**src/rtl/fp16_fix_bank_if.sv**
```systemverilog
// fp16_fix_bank_if: start/busy/done handshake plus the float16 input and
// fixed-point result buses of fp16_fix_bank. The master modport is the
// requester (processor side), the slave modport is the converter.
interface fp16_fix_bank_if #(
  parameter int unsigned CHANNELS = 10,
  parameter int unsigned FIX_W    = 16
);
  logic                      start;
  logic [CHANNELS*16-1:0]    fp_in;
  logic                      busy;
  logic                      done;
  logic [CHANNELS*FIX_W-1:0] fix_out;
  logic [CHANNELS-1:0]       ovf;

  modport master (
    output start, fp_in,
    input  busy, done, fix_out, ovf
  );

  modport slave (
    input  start, fp_in,
    output busy, done, fix_out, ovf
  );
endinterface

```
**src/rtl/fp16_fix_bank.sv**
```systemverilog
// fp16_fix_bank: multi-channel float16 -> signed fixed-point converter.
// One 2-stage pipeline (decode, scale/round) is shared by all channels; a
// start request snapshots every input and done flags a coherent result set.
// Optional macro FP16_FIX_SAT_EN: finite overflow saturates instead of wrapping.
module fp16_fix_bank #(
  parameter int unsigned CHANNELS = 10,
  parameter int unsigned FIX_W    = 16,
  parameter int unsigned FRAC_W   = 8
) (
  input  logic              clk_clk,
  input  logic              reset_reset,
  fp16_fix_bank_if.slave    bus
);

  localparam int unsigned IDX_W   = (CHANNELS > 1) ? $clog2(CHANNELS) : 1;
  // 11-bit significand, left shift up to 5+FRAC_W, one guard bit for rounding
  localparam int unsigned MAG_RAW = 17 + FRAC_W;
  localparam int unsigned MAG_W   = (MAG_RAW > FIX_W + 1) ? MAG_RAW : FIX_W + 1;
  localparam logic [MAG_W-1:0] POS_LIM = MAG_W'((64'(1) << (FIX_W - 1)) - 64'(1));
  localparam logic [MAG_W-1:0] NEG_LIM = MAG_W'(64'(1) << (FIX_W - 1));
  localparam logic [FIX_W-1:0] FIX_MAX = {1'b0, {(FIX_W-1){1'b1}}};
  localparam logic [FIX_W-1:0] FIX_MIN = {1'b1, {(FIX_W-1){1'b0}}};
  localparam logic [IDX_W-1:0] IDX_LAST = IDX_W'(CHANNELS - 1);

  typedef enum logic [1:0] {
    IDLE  = 2'd0,
    CONV  = 2'd1,
    DRAIN = 2'd2
  } state_t;

  state_t                    state;
  logic [IDX_W-1:0]          idx;
  logic [CHANNELS*16-1:0]    snap;
  logic                      busy_q;
  logic                      done_q;
  logic [CHANNELS*FIX_W-1:0] fix_q;
  logic [CHANNELS-1:0]       ovf_q;

  // stage 1 (decoded operand) registers
  logic                      s1_valid;
  logic [IDX_W-1:0]          s1_idx;
  logic                      s1_sign;
  logic [4:0]                s1_exp;
  logic [10:0]               s1_sig;
  logic                      s1_inf;
  logic                      s1_nan;

  // decode of the snapshot entry being issued this cycle
  logic [15:0]               dec_fp_c;
  logic [4:0]                dec_exp_c;
  logic [10:0]               dec_sig_c;
  logic                      dec_inf_c;
  logic                      dec_nan_c;

  // stage 2 combinational result
  int                        sh_c;
  int                        rs_c;
  logic [MAG_W-1:0]          mag_c;
  logic [MAG_W-1:0]          sval_c;
  logic [FIX_W-1:0]          res_c;
  logic                      ovf_c;

  assign bus.busy    = busy_q;
  assign bus.done    = done_q;
  assign bus.fix_out = fix_q;
  assign bus.ovf     = ovf_q;

  // Stage-1 decode: subnormals use exponent 1 with a hidden zero bit
  always_comb begin
    dec_fp_c  = snap[idx*16 +: 16];
    dec_exp_c = (dec_fp_c[14:10] == 5'd0) ? 5'd1 : dec_fp_c[14:10];
    dec_sig_c = {(dec_fp_c[14:10] != 5'd0), dec_fp_c[9:0]};
    dec_inf_c = (dec_fp_c[14:10] == 5'd31) && (dec_fp_c[9:0] == 10'd0);
    dec_nan_c = (dec_fp_c[14:10] == 5'd31) && (dec_fp_c[9:0] != 10'd0);
  end

  // Stage-2 scale, round half away from zero, sign and range handling
  always_comb begin
    sh_c   = int'(s1_exp) - 25 + int'(FRAC_W);
    rs_c   = 0;
    mag_c  = '0;
    sval_c = '0;
    res_c  = '0;
    ovf_c  = 1'b0;
    if (sh_c >= 0) begin
      mag_c = MAG_W'(s1_sig) << sh_c;
    end else begin
      rs_c  = -sh_c;
      mag_c = (MAG_W'(s1_sig) + (MAG_W'(1) << (rs_c - 1))) >> rs_c;
    end
    sval_c = s1_sign ? (~mag_c + MAG_W'(1)) : mag_c;
    if (s1_nan) begin
      res_c = '0;
      ovf_c = 1'b0;
    end else if (s1_inf) begin
      res_c = s1_sign ? FIX_MIN : FIX_MAX;
      ovf_c = 1'b1;
    end else begin
      ovf_c = s1_sign ? (mag_c > NEG_LIM) : (mag_c > POS_LIM);
      res_c = sval_c[FIX_W-1:0];
`ifdef FP16_FIX_SAT_EN
      if (ovf_c) begin
        res_c = s1_sign ? FIX_MIN : FIX_MAX;
      end
`endif
    end
  end

  // Control FSM, snapshot capture, pipeline registers and result write-back
  always_ff @(posedge clk_clk) begin
    if (reset_reset) begin
      state    <= IDLE;
      idx      <= '0;
      snap     <= '0;
      busy_q   <= 1'b0;
      done_q   <= 1'b0;
      fix_q    <= '0;
      ovf_q    <= '0;
      s1_valid <= 1'b0;
      s1_idx   <= '0;
      s1_sign  <= 1'b0;
      s1_exp   <= '0;
      s1_sig   <= '0;
      s1_inf   <= 1'b0;
      s1_nan   <= 1'b0;
    end else begin
      done_q   <= 1'b0;
      s1_valid <= 1'b0;

      if (s1_valid) begin
        fix_q[s1_idx*FIX_W +: FIX_W] <= res_c;
        ovf_q[s1_idx]                <= ovf_c;
      end

      unique case (state)
        IDLE: begin
          if (bus.start) begin
            snap   <= bus.fp_in;
            idx    <= '0;
            busy_q <= 1'b1;
            state  <= CONV;
          end
        end
        CONV: begin
          s1_valid <= 1'b1;
          s1_idx   <= idx;
          s1_sign  <= dec_fp_c[15];
          s1_exp   <= dec_exp_c;
          s1_sig   <= dec_sig_c;
          s1_inf   <= dec_inf_c;
          s1_nan   <= dec_nan_c;
          if (idx == IDX_LAST) begin
            idx   <= '0;
            state <= DRAIN;
          end else begin
            idx <= idx + 1'b1;
          end
        end
        DRAIN: begin
          busy_q <= 1'b0;
          done_q <= 1'b1;
          state  <= IDLE;
        end
        default: state <= IDLE;
      endcase
    end
  end

endmodule

```
**src/flat_wrapper.sv**
```systemverilog
// flat-port wrapper written by rule: the top's interface ports become plain ports
module fp16_fix_bank_flat 
#(
  parameter int unsigned CHANNELS = 10,
  parameter int unsigned FIX_W    = 16,
  parameter int unsigned FRAC_W   = 8
)
  (clk_clk, reset_reset, bus_start, bus_fp_in, bus_busy, bus_done, bus_fix_out, bus_ovf);
  fp16_fix_bank_if #(.CHANNELS(CHANNELS), .FIX_W(FIX_W)) bus_i ();
  input  logic clk_clk;
  input  logic reset_reset;
  input wire logic [$bits(bus_i.start)-1:0] bus_start;
  input wire logic [$bits(bus_i.fp_in)-1:0] bus_fp_in;
  output wire logic [$bits(bus_i.busy)-1:0] bus_busy;
  output wire logic [$bits(bus_i.done)-1:0] bus_done;
  output wire logic [$bits(bus_i.fix_out)-1:0] bus_fix_out;
  output wire logic [$bits(bus_i.ovf)-1:0] bus_ovf;
  assign bus_i.start = bus_start;
  assign bus_i.fp_in = bus_fp_in;
  assign bus_busy = bus_i.busy;
  assign bus_done = bus_i.done;
  assign bus_fix_out = bus_i.fix_out;
  assign bus_ovf = bus_i.ovf;
  fp16_fix_bank #(.CHANNELS(CHANNELS), .FIX_W(FIX_W), .FRAC_W(FRAC_W)) u_core (.clk_clk(clk_clk), .reset_reset(reset_reset), .bus(bus_i));
endmodule
```
**config.mk**
```make
export PLATFORM = sky130hd
export DESIGN_NAME = fp16_fix_bank_flat
export DESIGN_NICKNAME = d
export VERILOG_FILES = /design/src/rtl/fp16_fix_bank_if.sv /design/src/rtl/fp16_fix_bank.sv /design/src/flat_wrapper.sv
export SDC_FILE = /design/constraint.sdc
export NUM_CORES = 1
export LEC_CHECK = 0
export ABC_AREA = 1
export BUFFER_PORTS_ARGS = -buffer_cell sky130_fd_sc_hd__clkbuf_2
export CAP_MARGIN = 10
export CORE_MARGIN = 3
export CORE_UTILIZATION = 51
export DETAILED_ROUTE_END_ITERATION = 6
export PLACE_DENSITY = 0.77
export SLEW_MARGIN = 20
export SYNTH_ARGS = -nofsm -noshare
export SYNTH_HDL_FRONTEND = slang
export SYNTH_SLANG_ARGS = --single-unit
```
**constraint.sdc**
```tcl
create_clock -name clk_clk -period 6.3 [get_ports clk_clk]
set_input_delay 0.945 -clock clk_clk [delete_from_list [all_inputs] [get_ports clk_clk]]
set_output_delay 0.945 -clock clk_clk [all_outputs]
set_load 0.03 [all_outputs]
```
After elaboration in Yosys (flattened, before gate mapping) --
Cells that the tools add are included.
Storage, ports and cells: output and inout port bits 172, logic and storage cells 77, register bits after elaboration 362, input port bits 163
Cells by class: $lt $le $gt $ge 5, reductions and logical operators 14, equality and inequality tests 6, add/subtract/negate cells 8, shift-type cells 6, mux-type cells 23, bitwise gates (word level) 1
Operators by type and width (number):
- bitwise mux 160 bit | 1
- variable shift 16 x 34 -> 160 bit, first input constant | 1
- variable part select 16 x 34 -> 160 bit | 1
- variable part select 160 x 9 -> 16 bit | 1
- two-way mux 16 bit | 4
- negator 8 -> 34 bit | 1
- adder 32 x 5 -> 32 bit, second input constant | 1
- greater-or-equal comparator 32 x 1 -> 1 bit, second input constant | 1
- negator 32 bit | 1
- left shift 1 x 32 -> 25 bit, first input constant | 1
- left shift 11 x 32 -> 25 bit | 1
- >> shifter 25 x 32 -> 25 bit | 1
- subtractor 32 x 2 -> 32 bit, second input constant | 1
- adder 11 x 25 -> 25 bit | 1
- greater-than comparator 25 x 15 -> 1 bit, second input constant | 1
- greater-than comparator 25 x 16 -> 1 bit, second input constant | 1
- two-way mux 25 bit | 1
- adder 16 x 1 -> 16 bit, second input constant | 1
- inverter 16 bit | 1
- bitwise mux 10 bit | 1
- logical NOT 10 bit | 1
- nonzero test 10 bit | 1
- two-way mux 4 bit | 2
- one-hot mux 4 bit (2 select lines) | 1
- other kinds (22) | 35

Depth between registers and ports, before layout --
depth in word-level cells 15, mapped depth 61, gate-level depth less buffers 59

Worst setup path before layout --
No wires, ideal clock.
path type reg2reg, start register u_core.s1_exp[2], end register u_core.ovf_q[0], in the netlist u_core.bus.ovf[0], data required time 6.171 ns, clock period less this slack 6.775 ns, stages on the path, launching flop included 53, setup time 0.129 ns, arrival time 6.646 ns, path slack -0.475 ns, path buffers 3, cells stage by stage dfxtp_1 nor2_2 nand3_1 nand2_1 buf_6 clkbuf_1 ha_1 inv_1 ha_1 buf_4 inv_4 nor2_4 nand2_1 nor2_2 nand3_1 nand2_1 nand2_2 nor2_1 [17 not listed] o21bai_1 nand2_1 nand3_1 o21ai_1 or2_2 nand3_1 nand2_1 nand4_1 o21ai_2 inv_2 ha_1 nand2_1 nor3_2 nand3_1 o21ai_0 nand2_1 nand2_1 a21oi_1
Between the ends: longest elaborated chain between the ends 13, elaborated cells between the ends (all ways) 16, those cells by class add/sub: 5; order compare: 3; shift: 3; mux: 5
RTL lines:
- start: declaration | line fp16_fix_bank.sv:43 | logic [4:0] s1_exp;
- start signal: assignment | line fp16_fix_bank.sv:148 | s1_exp <= dec_exp_c;
- subtractor 5 x 5 -> 6 bit * | line fp16_fix_bank.sv:79 | sh_c = int'(s1_exp) - 25 + int'(FRAC_W);
- adder 32 x 5 -> 32 bit * | line fp16_fix_bank.sv:79
- negator 32 bit | line fp16_fix_bank.sv:88 | rs_c = -sh_c;
- subtractor 32 x 2 -> 32 bit | line fp16_fix_bank.sv:89 | mag_c = (MAG_W'(s1_sig) + (MAG_W'(1) << (rs_c - 1))) >> rs_c;
- left shift 1 x 32 -> 25 bit | line fp16_fix_bank.sv:89
- adder 11 x 25 -> 25 bit | line fp16_fix_bank.sv:89
- >> shifter 25 x 32 -> 25 bit | line fp16_fix_bank.sv:89
- two-way mux 25 bit * | line fp16_fix_bank.sv:85 | if (sh_c >= 0) begin
- greater-than comparator 25 x 15 -> 1 bit or greater-than comparator 25 x 16 -> 1 bit (tied branches) | line fp16_fix_bank.sv:99 | ovf_c = s1_sign ? (mag_c > NEG_LIM) : (mag_c > POS_LIM);
- two-way mux 1 bit * | line fp16_fix_bank.sv:99
- two-way mux 1 bit * | line fp16_fix_bank.sv:95 | end else if (s1_inf) begin
- two-way mux 1 bit * | line fp16_fix_bank.sv:92 | if (s1_nan) begin
- bitwise mux 10 bit * | line fp16_fix_bank.sv:132 | ovf_q[s1_idx] <= ovf_c;
- end signal: indexed assignment | line fp16_fix_bank.sv:132
- end: declaration | line fp16_fix_bank.sv:37 | logic [CHANNELS-1:0] ovf_q;
Every way passes the cells marked *; elsewhere a longest branch is shown, timed or not. A chain may end at the register's enable or synchronous reset.

Worst setup path after layout --
start register u_core.s1_exp[1], end register u_core.fix_q[156], in the netlist u_core.bus.fix_out[156]
Between the ends: longest elaborated chain between the ends 15, elaborated cells between the ends (all ways) 17, those cells by class add/sub: 6; order compare: 1; shift: 4; mux: 5; bitwise: 1
RTL lines:
- subtractor 5 x 5 -> 6 bit * | line fp16_fix_bank.sv:79
- adder 32 x 5 -> 32 bit * | line fp16_fix_bank.sv:79
- negator 32 bit | line fp16_fix_bank.sv:88
- subtractor 32 x 2 -> 32 bit | line fp16_fix_bank.sv:89
- left shift 1 x 32 -> 25 bit | line fp16_fix_bank.sv:89
- adder 11 x 25 -> 25 bit | line fp16_fix_bank.sv:89
- >> shifter 25 x 32 -> 25 bit | line fp16_fix_bank.sv:89
- two-way mux 25 bit * | line fp16_fix_bank.sv:85
- inverter 16 bit | line fp16_fix_bank.sv:91 | sval_c = s1_sign ? (~mag_c + MAG_W'(1)) : mag_c;
- adder 16 x 1 -> 16 bit | line fp16_fix_bank.sv:91
- two-way mux 16 bit * | line fp16_fix_bank.sv:91
- two-way mux 16 bit * | line fp16_fix_bank.sv:95
- two-way mux 16 bit * | line fp16_fix_bank.sv:92
- variable part select 16 x 34 -> 160 bit * | line fp16_fix_bank.sv:131 | fix_q[s1_idx*FIX_W +: FIX_W] <= res_c;
- bitwise mux 160 bit * | line fp16_fix_bank.sv:131
- end signal: indexed assignment | line fp16_fix_bank.sv:131
- end: declaration | line fp16_fix_bank.sv:36 | logic [CHANNELS*FIX_W-1:0] fix_q;
Marked as above.

==> flow_summary_export.csv <==
group,metric,value,unit
synth,synth.distinct_cells,51,
placed_design,dpl_cell_area,0.02092,mm^2
synth,ys_ff_latch,362,
die,die_w,194.1,um
worst_setup_path,crit_buf_inv,8,
sta,final_hold_viol_count,0,
clocking,clk_pin_slew,0.06,ns
clocking,insertion_delay,0.54,ns
worst_setup_path,critPathKind,"reg -> reg",
sta,maxSlewHeadroom,0.2397,
die,row_count,68,
synth,synth_top_area_cell,"dfxtp_1",
worst_setup_path,cp.required,6.78,ns
detailed_routing,routed_via_density,5.719,
sta,drv_slew,0,
synth,synth_top_area_share,0.4016,
die,fp.dieH,194.1,um
layout,ff_latch_area,0.007256,mm^2
sta,max_freq,147.3,MHz
synth,synthTopCellsByCount,"o21ai_0, dfxtp_1, nor2_1, nand2_1, a21oi_1",
layout,area_delta_synth_final,31.02,%
clocking,cts_root_buf,"clkbuf_16",
run_status,violations,"negative setup slack",
layout,multi_input_area,0.01021,mm^2
detailed_routing,wirelength,63.68,mm
synth,synth.avg_cell_area,6.915,um^2
hold_path,hp-start,"u_core.snap[142]",
run_status,status,"complete, but fails checks",
worst_setup_path,critical-path-top-delay-family,"simple AND/OR/NAND/NOR gates",
detailed_routing,wl_per_cell,18.17,um
synth,synth-edff-count,0,
detailed_routing,remaining_drc_errors,0,
sta,period_needed,6.790,ns
die,start_util,0.5199,
clocking,cts_buffer_depth,3,
worst_setup_path,cpMaxStageDelayCell,"dfxtp_2",
clocking,numCtsBuffers,38,
synth,synth.most_common_cell,"o21ai_0",
power_and_ir_drop,p_per_area,285.4,mW/mm^2
die,ios,335,
flow_run,cap_violations,0,
sta,tightest_slew,1.136,ns
die,coreArea,0.03471,mm^2
sta,fin_skew,0.02224,ns
layout,num-fill-cells,2945,
worst_setup_path,r2r_setup_slack,-0.49,ns
die,dieArea,0.03768,mm^2
global_route,grt_max_degree,337,
placed_design,place.gp.congestion,0.9310,
global_route,grt_antenna_before_repair,1,
sta,rsz0062_at_grt,"yes",
detailed_routing,dr_total_vias,20040,
power_and_ir_drop,p_leak,10.50,nW
hold_path,hold_class,"reg -> reg",
global_route,grt_pass1_vias,18750,
layout,layout.nets,3218,
sta,tns,-43.62,ns
layout,finalInstanceArea,0.02365,mm^2
clocking,cts_sinks,362,
worst_setup_path,arrival,7.27,ns
sta,setup_ws,-0.4898,ns
layout,drive_gt1_frac,0.2953,
worst_setup_path,crit_fanout,3,
placed_design,dp_hpwl,44.07,mm
synth,ys.flop_type,"dfxtp_1",
global_route,overflow,0,
synth,synthCells,2610,
sta,finalSetupViolCount,157,
worst_setup_path,worst_path_most_repeated_cell,"nand2_1",
worst_setup_path,worst_setup_path_start_kind,"flip-flop",
synth,async_flop_share,0,
global_route,grt_pass1_wl,98.49,mm
worst_setup_path,worst_r2r_startpoint,"u_core.s1_exp[1]",
clocking,htree_levels,2,
detailed_routing,ant_nets,0,
clocking,ctsHoldBuffers,0,
detailed_routing,drt_iter0_drc,1980,
synth,netlist_top_cells_area,"dfxtp_1, o21ai_0, a21oi_1",
placed_design,port_buffers,334,
synth,ys_warn_count,0,
worst_setup_path,cp-startpoint,"u_core.s1_exp[1]",
global_route,track_usage,0.3142,
worst_setup_path,critical-path-max-stage-delay,0.33,ns
synth,netlist_area,0.01805,mm^2
worst_setup_path,end_kind,"flip-flop",
synth,synth_nets,2801,
sta,fin_crit_sh,1.078,
detailed_routing,drtPass1Iterations,6,
clocking,cts_tree,"built",
synth,ys_seq_area_frac,0.4016,
power_and_ir_drop,vdd_ir_drop_max,0.2542,mV
registers in the layout, summed over array words and instances (netlist names):
name,cells
u_core.bus.done,1
u_core.s1_valid,1
u_core.bus.ovf,10
u_core.s1_nan,1
u_core.s1_sign,1
u_core.s1_exp,5
u_core.s1_inf,1
u_core.s1_idx,4
u_core.state,2
u_core.s1_sig,11
u_core.bus.busy,1
u_core.idx,4
u_core.bus.fix_out,160
u_core.snap,160
area by class of cell:
type / instances / area share
Antenna cell: 1 / 0.0001058
Clock buffer: 47 / 0.04418
Clock inverter: 14 / 0.008572
Inverter: 232 / 0.03778
Multi-Input combinational cell: 1837 / 0.4318
Sequential cell: 362 / 0.3069
Tap cell: 455 / 0.02408
Timing Repair Buffer: 556 / 0.1466
worst min-delay path: stages (launching register included):
cell and delay [ns]:
dfxtp_1 0.29, inv_1 0.06, a21oi_1 0.05
layout by cell type, fill, tap and decap left out, types with 14 or more instances in the layout:
cell / count
dfxtp_1: 357
nor3_1: 17
clkbuf_16: 38
nand2_4: 16
buf_6: 22
a21oi_1: 252
ha_1: 19
nand3_2: 29
nor2_2: 14
clkbuf_2: 334
inv_1: 200
buf_4: 197
o211ai_1: 32
nand2_1: 271
nand4_1: 51
nor2_4: 24
o21ai_1: 15
a21oi_2: 59
o21ai_0: 463
nand3_1: 107
inv_2: 21
nand2_2: 47
nor2_1: 310
routing by layer:
metal | wire [um] | part of all wire | global-route usage
met4 | 2499 | 0.039 | 0.1207
met2 | 30050 | 0.47 | 0.5173
met5 | 0 | 0 | 0
met1 | 26260 | 0.41 | 0.4134
met3 | 4866 | 0.076 | 0.05474
cells by family (layout without fill, tap and decap cells):
kind of cell	count (synthesis)	count (layout)	synth area share
other	0	1	0
adder cells (fa/ha/maj)	28	28	0.01983
XOR/XNOR	8	8	0.004299
multiplexers	3	3	0.001664
buffers and inverters	412	849	0.08930
AO/OA/AOI/OAI	864	864	0.2501
flip-flops	362	362	0.4016
AND/OR/NAND/NOR	933	934	0.2332
path summary, 6_finish.rpt:
path                                  end  cells after the start
setup / recovery  u_core.bus.fix_out[156]                     54
hold / removal           u_core.snap[142]                      2
setup reg to reg  u_core.bus.fix_out[156]                     54
hold reg to reg          u_core.snap[142]                      2
stage by stage:
step	util	total power (W)	hold slack [ns]	setup WS, ns	instances
after CTS	0.6618	0.006538	0.4516	-0.2933	3481
final	0.6812	0.006749	0.4502	-0.4898	3504
after floorplan	-	0.003537	0.4240	-0.01172	2610
after global routing	0.6812	0.007036	0.4646	-0.8932	3504
after detailed placement	0.6027	0.004116	0.4431	-0.6715	3383
after global placement	0.6027	0.004100	0.4370	-0.5129	3383
power by group:
| group | switching, W | total, W | internal (W) |
|---|---|---|---|
| Combinational | 0.00124 | 0.00201 | 0.000772 |
| Clock | 0.000943 | 0.00228 | 0.00134 |
| Sequential | 0.0000601 | 0.00245 | 0.00239 |
what timing repair did:
action,in CTS,in global routing
gates resized for setup,132,121
setup buffers,37,21
pin swaps,80,49
setup endpoints to repair,169,170
cloned,1,0
Note: power is estimated with default switching activity, not from simulation.
